<file path="config.mk">
export PLATFORM = sky130hd
export DESIGN_NAME = jtopl_mod_ctrl_flat
export DESIGN_NICKNAME = d
export VERILOG_FILES = /design/src/rtl/jtopl_mod_ctrl_if.sv /design/src/rtl/jtopl_mod_ctrl.sv /design/src/flat_wrapper.sv
export SDC_FILE = /design/constraint.sdc
export NUM_CORES = 1
export LEC_CHECK = 0
export BUFFER_PORTS_ARGS = -buffer_cell sky130_fd_sc_hd__buf_4
export CAP_MARGIN = 0
export CORE_MARGIN = 1
export CORE_UTILIZATION = 36
export DETAILED_ROUTE_END_ITERATION = 6
export HOLD_SLACK_MARGIN = 0.02
export PLACE_DENSITY = 0.58
export SYNTH_ARGS = -nofsm -noshare
export SYNTH_HDL_FRONTEND = slang
export SYNTH_SLANG_ARGS = --single-unit
</file>
<file path="constraint.sdc">
create_clock -name clk -period 1.91 [get_ports clk]
set_input_delay 0.0955 -clock clk [delete_from_list [all_inputs] [get_ports clk]]
set_output_delay 0.0955 -clock clk [all_outputs]
set_load 0.005 [all_outputs]
</file>
<file path="src/rtl/jtopl_mod_ctrl_if.sv">
// Depth-update handshake between the register file (master) and the modulation scheduler (slave).
interface jtopl_mod_ctrl_if;
  logic       cfg_req;
  logic [1:0] cfg_din;
  logic       cfg_ack;
  logic       cfg_busy;

  modport master (output cfg_req, output cfg_din, input cfg_ack, input cfg_busy);
  modport slave  (input cfg_req, input cfg_din, output cfg_ack, output cfg_busy);
endinterface

</file>
<file path="src/rtl/jtopl_mod_ctrl.sv">
// OPL modulation scheduler: slot sequencer, LFO pre-divider, AM triangle, vibrato step, frame-aligned depth updates.
// Optional JTOPL_LFO_TEST_EN adds lfo_test_i, which bypasses the pre-divider (one LFO tick per frame).
module jtopl_mod_ctrl #(
  parameter int         SLOTS   = 18,
  parameter logic [6:0] LIM     = 7'd60,
  parameter logic [6:0] AM_TOP  = 7'd104,
  parameter logic [3:0] VIB_DIV = 4'd8
) (
  input  logic                   clk,
  input  logic                   rst,
  input  logic                   cenop_i,
`ifdef JTOPL_LFO_TEST_EN
  input  logic                   lfo_test_i,
`endif
  jtopl_mod_ctrl_if.slave        cfg,
  output logic [4:0]             slot_o,
  output logic                   zero_o,
  output logic                   lfo_tick_o,
  output logic [4:0]             am_o,
  output logic [2:0]             vib_pos_o,
  output logic                   dam_o,
  output logic                   dvb_o
);
  localparam logic [4:0] SLOT_LAST = 5'(SLOTS - 1);

  typedef enum logic {AM_UP, AM_DOWN}     am_st_t;
  typedef enum logic {CFG_IDLE, CFG_WAIT} cfg_st_t;

  am_st_t     am_st_q, am_st_d;
  cfg_st_t    cfg_st_q, cfg_st_d;
  logic [4:0] slot_q, slot_d;
  logic [6:0] cnt_q, cnt_d;
  logic       tick_q, tick_d;
  logic [6:0] am_cnt_q, am_cnt_d;
  logic [3:0] vdiv_q, vdiv_d;
  logic [2:0] vib_q, vib_d;
  logic [1:0] pend_q, pend_d;
  logic       dam_q, dam_d, dvb_q, dvb_d;
  logic       ack_q, ack_d, busy_q, busy_d;
  logic       block_q, block_d;
  logic       zero, lfo_byp, frame_end;
  logic [6:0] am_inc, am_dec;

`ifdef JTOPL_LFO_TEST_EN
  assign lfo_byp = lfo_test_i;
`else
  assign lfo_byp = 1'b0;
`endif

  assign zero      = (slot_q == 5'd0);
  assign frame_end = cenop_i && (slot_q == SLOT_LAST);
  assign am_inc    = am_cnt_q + 7'd1;
  assign am_dec    = am_cnt_q - 7'd1;

  always_comb begin
    slot_d   = slot_q;
    cnt_d    = cnt_q;
    tick_d   = 1'b0;
    am_st_d  = am_st_q;
    am_cnt_d = am_cnt_q;
    vdiv_d   = vdiv_q;
    vib_d    = vib_q;
    cfg_st_d = cfg_st_q;
    pend_d   = pend_q;
    dam_d    = dam_q;
    dvb_d    = dvb_q;
    ack_d    = 1'b0;
    busy_d   = busy_q;
    block_d  = block_q && cfg.cfg_req;

    if (cenop_i)
      slot_d = (slot_q == SLOT_LAST) ? 5'd0 : slot_q + 5'd1;

    if (cenop_i && zero) begin
      if (lfo_byp || cnt_q == LIM) begin
        cnt_d  = 7'd0;
        tick_d = 1'b1;
      end else begin
        cnt_d  = cnt_q + 7'd1;
      end
    end

    if (tick_q) begin
      case (am_st_q)
        AM_UP: begin
          am_cnt_d = am_inc;
          if (am_inc == AM_TOP) am_st_d = AM_DOWN;
        end
        AM_DOWN: begin
          am_cnt_d = am_dec;
          if (am_dec == 7'd0) am_st_d = AM_UP;
        end
        default: am_st_d = AM_UP;
      endcase
      if (vdiv_q == VIB_DIV - 4'd1) begin
        vdiv_d = 4'd0;
        vib_d  = vib_q + 3'd1;
      end else begin
        vdiv_d = vdiv_q + 4'd1;
      end
    end

    // block_q keeps a request still held after its ack from being taken a second time
    case (cfg_st_q)
      CFG_IDLE: begin
        if (cfg.cfg_req && !ack_q && !block_q) begin
          pend_d   = cfg.cfg_din;
          busy_d   = 1'b1;
          cfg_st_d = CFG_WAIT;
        end
      end
      CFG_WAIT: begin
        if (frame_end) begin
          {dam_d, dvb_d} = pend_q;
          ack_d    = 1'b1;
          busy_d   = 1'b0;
          block_d  = 1'b1;
          cfg_st_d = CFG_IDLE;
        end
      end
      default: cfg_st_d = CFG_IDLE;
    endcase
  end

  always_ff @(posedge clk or posedge rst) begin
    if (rst) begin
      slot_q   <= 5'd0;
      cnt_q    <= 7'd0;
      tick_q   <= 1'b0;
      am_st_q  <= AM_UP;
      am_cnt_q <= 7'd0;
      vdiv_q   <= 4'd0;
      vib_q    <= 3'd0;
      cfg_st_q <= CFG_IDLE;
      pend_q   <= 2'd0;
      dam_q    <= 1'b0;
      dvb_q    <= 1'b0;
      ack_q    <= 1'b0;
      busy_q   <= 1'b0;
      block_q  <= 1'b0;
    end else begin
      slot_q   <= slot_d;
      cnt_q    <= cnt_d;
      tick_q   <= tick_d;
      am_st_q  <= am_st_d;
      am_cnt_q <= am_cnt_d;
      vdiv_q   <= vdiv_d;
      vib_q    <= vib_d;
      cfg_st_q <= cfg_st_d;
      pend_q   <= pend_d;
      dam_q    <= dam_d;
      dvb_q    <= dvb_d;
      ack_q    <= ack_d;
      busy_q   <= busy_d;
      block_q  <= block_d;
    end
  end

  assign slot_o       = slot_q;
  assign zero_o       = zero;
  assign lfo_tick_o   = tick_q;
  assign am_o         = dam_q ? am_cnt_q[6:2] : {2'b00, am_cnt_q[6:4]};
  assign vib_pos_o    = vib_q;
  assign dam_o        = dam_q;
  assign dvb_o        = dvb_q;
  assign cfg.cfg_ack  = ack_q;
  assign cfg.cfg_busy = busy_q;
endmodule
</file>
<file path="src/flat_wrapper.sv">
// flat-port wrapper written by rule: the top's interface ports become plain ports
module jtopl_mod_ctrl_flat 
#(
  parameter int         SLOTS   = 18,
  parameter logic [6:0] LIM     = 7'd60,
  parameter logic [6:0] AM_TOP  = 7'd104,
  parameter logic [3:0] VIB_DIV = 4'd8
)
  (clk, rst, cenop_i, slot_o, zero_o, lfo_tick_o, am_o, vib_pos_o, dam_o, dvb_o, cfg_cfg_req, cfg_cfg_din, cfg_cfg_ack, cfg_cfg_busy);
  jtopl_mod_ctrl_if cfg_i ();
  input  logic clk;
  input  logic rst;
  input  logic cenop_i;
  output logic [4:0] slot_o;
  output logic zero_o;
  output logic lfo_tick_o;
  output logic [4:0] am_o;
  output logic [2:0] vib_pos_o;
  output logic dam_o;
  output logic dvb_o;
  input wire logic [$bits(cfg_i.cfg_req)-1:0] cfg_cfg_req;
  input wire logic [$bits(cfg_i.cfg_din)-1:0] cfg_cfg_din;
  output wire logic [$bits(cfg_i.cfg_ack)-1:0] cfg_cfg_ack;
  output wire logic [$bits(cfg_i.cfg_busy)-1:0] cfg_cfg_busy;
  assign cfg_i.cfg_req = cfg_cfg_req;
  assign cfg_i.cfg_din = cfg_cfg_din;
  assign cfg_cfg_ack = cfg_i.cfg_ack;
  assign cfg_cfg_busy = cfg_i.cfg_busy;
  jtopl_mod_ctrl #(.SLOTS(SLOTS), .LIM(LIM), .AM_TOP(AM_TOP), .VIB_DIV(VIB_DIV)) u_core (.clk(clk), .rst(rst), .cenop_i(cenop_i), .cfg(cfg_i), .slot_o(slot_o), .zero_o(zero_o), .lfo_tick_o(lfo_tick_o), .am_o(am_o), .vib_pos_o(vib_pos_o), .dam_o(dam_o), .dvb_o(dvb_o));
endmodule
</file>
### Word level (Yosys, flattened, before mapping)

Cells that the tools add are included.

| operators by class | value |
|---|---|
| eq/ne operators | 6 |
| bitwise operators | 2 |
| reductions and logical operators | 13 |
| add/sub/neg operators | 6 |
| muxes and demuxes | 20 |

Operators with widths:

| cell | count |
|---|---|
| $add 7x1->7 const B | 2 |
| $pmux 7 s2 | 1 |
| $mux 1 | 12 |
| $mux 5 | 2 |
| $reduce_and 2->1 | 4 |
| $eq 7x6->1 const B | 1 |
| $eq 7x7->1 const B | 1 |
| $logic_not 7->1 | 1 |
| $mux 7 | 1 |
| $sub 7x1->7 const B | 1 |
| $pmux 1 s2 | 3 |
| $add 5x1->5 const B | 1 |
| $eq 5x5->1 const B | 1 |
| $logic_and 1x1->1 | 5 |
| $logic_not 5->1 | 1 |
| $add 4x1->4 const B | 1 |
| $eq 4x3->1 const B | 1 |
| $mux 4 | 1 |
| $add 3x1->3 const B | 1 |
| $logic_not 1->1 | 2 |
| $ne 2x1->1 const B | 1 |
| $ne 2x2->1 const B | 1 |
| $not 1->1 | 2 |

| word-level totals | value |
|---|---|
| input bits | 6 |
| word-level logic and storage cells | 61 |
| register bits | 36 |
| output and inout port bits | 19 |

### Longest topological paths before layout

| depth | value |
|---|---|
| depth after elaboration | 5 |
| depth in mapped cells | 6 |
| mapped depth without buffers | 6 |

### Least setup slack after synthesis

No wires, ideal clock.

| timing path | value |
|---|---|
| path kind | register to register |
| start point | reg u_core.slot_q[0] (netlist: u_core.slot_o[0]) |
| end point | reg u_core.cnt_q[6] |
| library setup time | 129 ps |
| arrival time | 1393 ps |
| setup slack | 388 ps |
| buffers on the path | 0 |
| cell stages (with the launch flop) | 7 |
| cells stage by stage | dfrtp_1 -> inv_1 -> ha_1 -> nor4b_4 -> nand3_1 -> o21ai_1 -> o41ai_2 |

| between the ends | value |
|---|---|
| word-level cells in the longest chain between the ends | 2 |

RTL lines:

| element | line | source |
|---|---|---|
| from (decl) | jtopl_mod_ctrl.sv:31 | `logic [4:0] slot_q, slot_d;` |
| from (signal assigned) | jtopl_mod_ctrl.sv:142 | `slot_q <= slot_d;` |
| $logic_not 5->1 | jtopl_mod_ctrl.sv:50 | `assign zero = (slot_q == 5'd0);` |
| via zero_o | flat_wrapper.sv:15 | `output logic zero_o;` |
| $logic_and 1x1->1 | jtopl_mod_ctrl.sv:74 | `if (cenop_i && zero) begin` |
| to (signal assigned) | jtopl_mod_ctrl.sv:143 | `cnt_q <= cnt_d;` |
| to (decl) | jtopl_mod_ctrl.sv:32 | `logic [6:0] cnt_q, cnt_d;` |

The timed path passes the listed nets, and every way through them passes these cells.
A chain may end at the register's enable or synchronous reset.

### Worst setup path in the final report

| timing path | value |
|---|---|
| start point | reg u_core.slot_q[0] (netlist: u_core.slot_o[0]) |
| end point | reg u_core.cnt_q[0] |

| between the ends | value |
|---|---|
| word-level cells in the longest chain between the ends | 2 |

RTL lines:

| element | line |
|---|---|
| $logic_not 5->1 | jtopl_mod_ctrl.sv:50 |
| $logic_and 1x1->1 | jtopl_mod_ctrl.sv:74 |

Every way passes these cells.

==> results_dict.tcl <==
set metrics [dict create \
    cp-endpoint "u_core.cnt_q[0]" \
    dominantRegCellSynth "dfrtp_1" \
    internal-power_mw 1.506 \
    gp_routability_congestion 0.7841 \
    clockBufferDepth 2 \
    rr_startpoint "u_core.slot_o[0]" \
    number_of_design_rule_violations_left_after_detail_routing 0 \
    cell_pwr_density_nw_per_um2 921.8 \
    htree_levels 2 \
    drt_iter0_markers 78 \
    worst_ir_drop_vdd_mv 0.5912 \
    wl_um 3390 \
    final.min_clock_period_ns 1.680 \
    worstSkewPairLatency_ns 0.28 \
    place_area_um2 2165 \
    tritoncts "built" \
    r2r_cells 6 \
    total_negative_setup_slack_ns 0 \
    tightest_slew_ns 0.5652 \
    number_of_search_and_repair_iterations_in_the_first_detailed_routing_pass 4 \
    cap_violations 0 \
    detailed_place_hpwl_um 2399 \
    setup-violations-final 0 \
    power_mw 2.113 \
    antenna_violating_nets_post_route 0 \
    final.period_utilization_pct 87.96 \
    critPathCaptureType "flop" \
    final_hold_viol_count 0 \
    fp.dieArea_um2 5599 \
    tritoncts_buffers 5 \
    clk_pin_slew_ns 0.07 \
    timing.critical_path.from "u_core.slot_o[0]" \
    synth_nets 199 \
    place.port_buffers 24 \
    worstSetupStartpointType "flop" \
    worst_clock_skew_ns 0.003843 \
    globalRouteOverflowTotal 0 \
    syn_to_final_growth_pct 20.05 \
    clock_sink_count 36 \
    io_pins 25 \
    power_frac_clock_pct 30.4 \
    fmax_mhz 595.2 \
    switching_power_mw 0.6070 \
    core_area_um2 5107 \
    die_width_um 74.83 \
    fin_area_um2 2292 \
    viasPerCell 4.982 \
    p_sw_share_pct 28.73 \
    track_usage_pct 13.98 \
    hold_path_depth 2 \
    synth-edff-count 0 \
    seq_power_share_pct 48.6 \
    post_drt_wl_per_cell_um 11.89 \
    critical_path.reg2reg.endpoint "u_core.cnt_q[0]" \
    hold_path_class "in2reg" \
    final_net_count 230 \
    synth-seq-cells 36 \
    path_max_fanout 5 \
    path_class "reg2reg" \
    p_leak_nw 1.066 \
    drive_above_1_share_pct 20.93 \
    antenna-diode-count 0 \
    yosys_warning_count 0 \
    comb_power_share_pct 21.0 \
    detailroute.via_count 1420 \
    wire_length_of_the_first_global_routing_pass_um 5927 \
    number_of_distinct_standard_cells_referenced_by_the_synthesized_netlist 43 \
    status "finished clean" \
    rrSetupSlack_ns 0.23 \
    syn_inst 183 \
    final-max-slew-violation-count 0 \
    num_rows 26 \
    grt_setup_unrepaired "no" \
    synth.yosys.seq_area_share_pct 47.18 \
    die_height_um 74.83 \
    timing.slew.headroom_pct 62.32 \
    synth.cell_area_um2 1909 \
    clk_root_buffer_cell "clkbuf_8" \
    synth.avg_cell_area_um2 10.43 \
    grt_pass1_vias 1344 \
    grt_antenna_before_repair 0 \
    floorplan.initialDensity_pct 37.38 \
    cts.repair.resized 0 \
    critical_path_arrival_ns 1.84 \
    async_reset_ff_share_pct 100.0 \
    worst_ep_required_time_ns 2.07 \
    largest_net_degree_at_the_start_of_global_routing 37 \
]
[synth_stat cells (all sizes together), types with 2 or more instances]
cell / instances / area share (%)
a21boi: 3 / 1.2
a21o: 3 / 1.2
a21oi: 3 / 0.79
a31oi: 3 / 0.98
and2: 2 / 0.66
buf: 4 / 1.6
dfrtp: 36 / 47
ha: 10 / 6.6
inv: 10 / 2.0
mux2: 9 / 5.3
nand2: 21 / 4.1
nand2b: 3 / 0.98
nand3: 8 / 2.1
nand4: 4 / 1.3
nor2: 12 / 2.5
nor2b: 2 / 0.66
nor3: 5 / 1.3
nor4b: 2 / 2.0
o21ai: 10 / 2.6
o31ai: 3 / 1.2
or4b: 2 / 1.0
xnor2: 12 / 5.5
xor2: 3 / 1.4
[power groups by stage]
stage | Sequential [mW] | Clock [mW] | Combinational, mW
2_1_floorplan | 1.01 | 0 | 0.295
3_3_place_gp | 1.04 | 0 | 0.435
3_5_place_dp | 1.04 | 0 | 0.444
4_1_cts | 1.03 | 0.677 | 0.449
5_1_grt | 1.05 | 0.706 | 0.502
6_report | 1.03 | 0.643 | 0.444
[state kept, by name (all words and copies together) (netlist names)]
register and flops:
u_core.dvb_o 1, u_core.cnt_q 7, u_core.dam_o 1, u_core.vdiv_q 4, u_core.cfg.cfg_ack 1, u_core.pend_q 2, u_core.am_st_q 1, u_core.vib_pos_o 3
u_core.cfg.cfg_busy 1, u_core.cfg_st_q 1, u_core.block_q 1, u_core.slot_o 5, u_core.am_cnt_q 7, u_core.lfo_tick_o 1
[cell type report]
class	instances	area, um2
fillers	501	2815
multi-input cells	132	935.9
flip-flops and latches	36	900.9
repair buffers	29	222.7
well taps	70	87.58
clock buffers	6	72.57
inverters	10	37.54
clock inverters	2	35.03
[layout by cell type, fill, tap and decap left out, types with 3 or more instances in the layout]
master,netlist,final
clkbuf_8,0,5
nand2_1,21,21
a21oi_1,3,3
inv_1,10,10
o21ai_1,7,7
o31ai_1,3,3
a21o_1,3,3
mux2_1,3,3
mux2_2,6,6
nand3_1,8,8
a31oi_1,3,3
nand4_1,4,4
xnor2_1,12,12
ha_1,10,10
nor3_1,5,5
nand2b_1,3,3
buf_4,2,27
dfrtp_1,36,36
nor2_1,11,11
xor2_1,3,3
o21ai_0,3,3
[worst max-delay path, cell delays in order (launching register included)]
cell and delay (ns):
dfrtp_1 0.44, inv_1 0.11, ha_1 0.15, nor4b_4 0.29, nand3_1 0.26, nor2_1 0.24, nor2_1 0.07
[how the worst min path moves through the flow]
stage                               to      startpoint
floorplan               u_core.block_q     cfg_cfg_req
global placement    u_core.am_cnt_q[4]             rst
detailed placement   u_core.lfo_tick_o             rst
CTS                     u_core.block_q     cfg_cfg_req
global route          u_core.pend_q[1]  cfg_cfg_din[1]
finish                u_core.pend_q[0]  cfg_cfg_din[0]
[what timing repair did]
action	in CTS	in global routing
hold buffers	1	1
endpoints found under the hold margin	36	1
setup buffers	0	0
[through the flow]
step	setup WS, ns	instances	hold slack (ns)	utilization (%)
after floorplan	0.3884	183	0.2124	-
after global placement	0.2447	275	0.2445	42.38
after detailed placement	0.2412	275	0.2455	42.38
after CTS	0.2310	284	0.02399	44.68
after global routing	0.05977	285	0.04101	44.88
final	0.2299	285	0.05330	44.88
[cells by family (layout without fill, tap and decap cells)]
group,Yosys count,in the layout,share of synthesized area (%)
xor+xnor,15,15,6.881
buf+inv,15,47,3.800
compound gates,31,31,10.94
flops,36,36,47.18
fa+ha+maj,10,10,6.553
simple gates,67,67,19.33
mux,9,9,5.308
[per-layer routing]
metal  vias to the layer above  GRT usage, %  wire (um)
li1                        706             -          -
met2                        32         23.02       1595
met3                         4         4.016        146
met4                         0         5.870         38
met5                         -             0          0
met1                       678         17.19       1610
(Power assumes the default switching activity.)
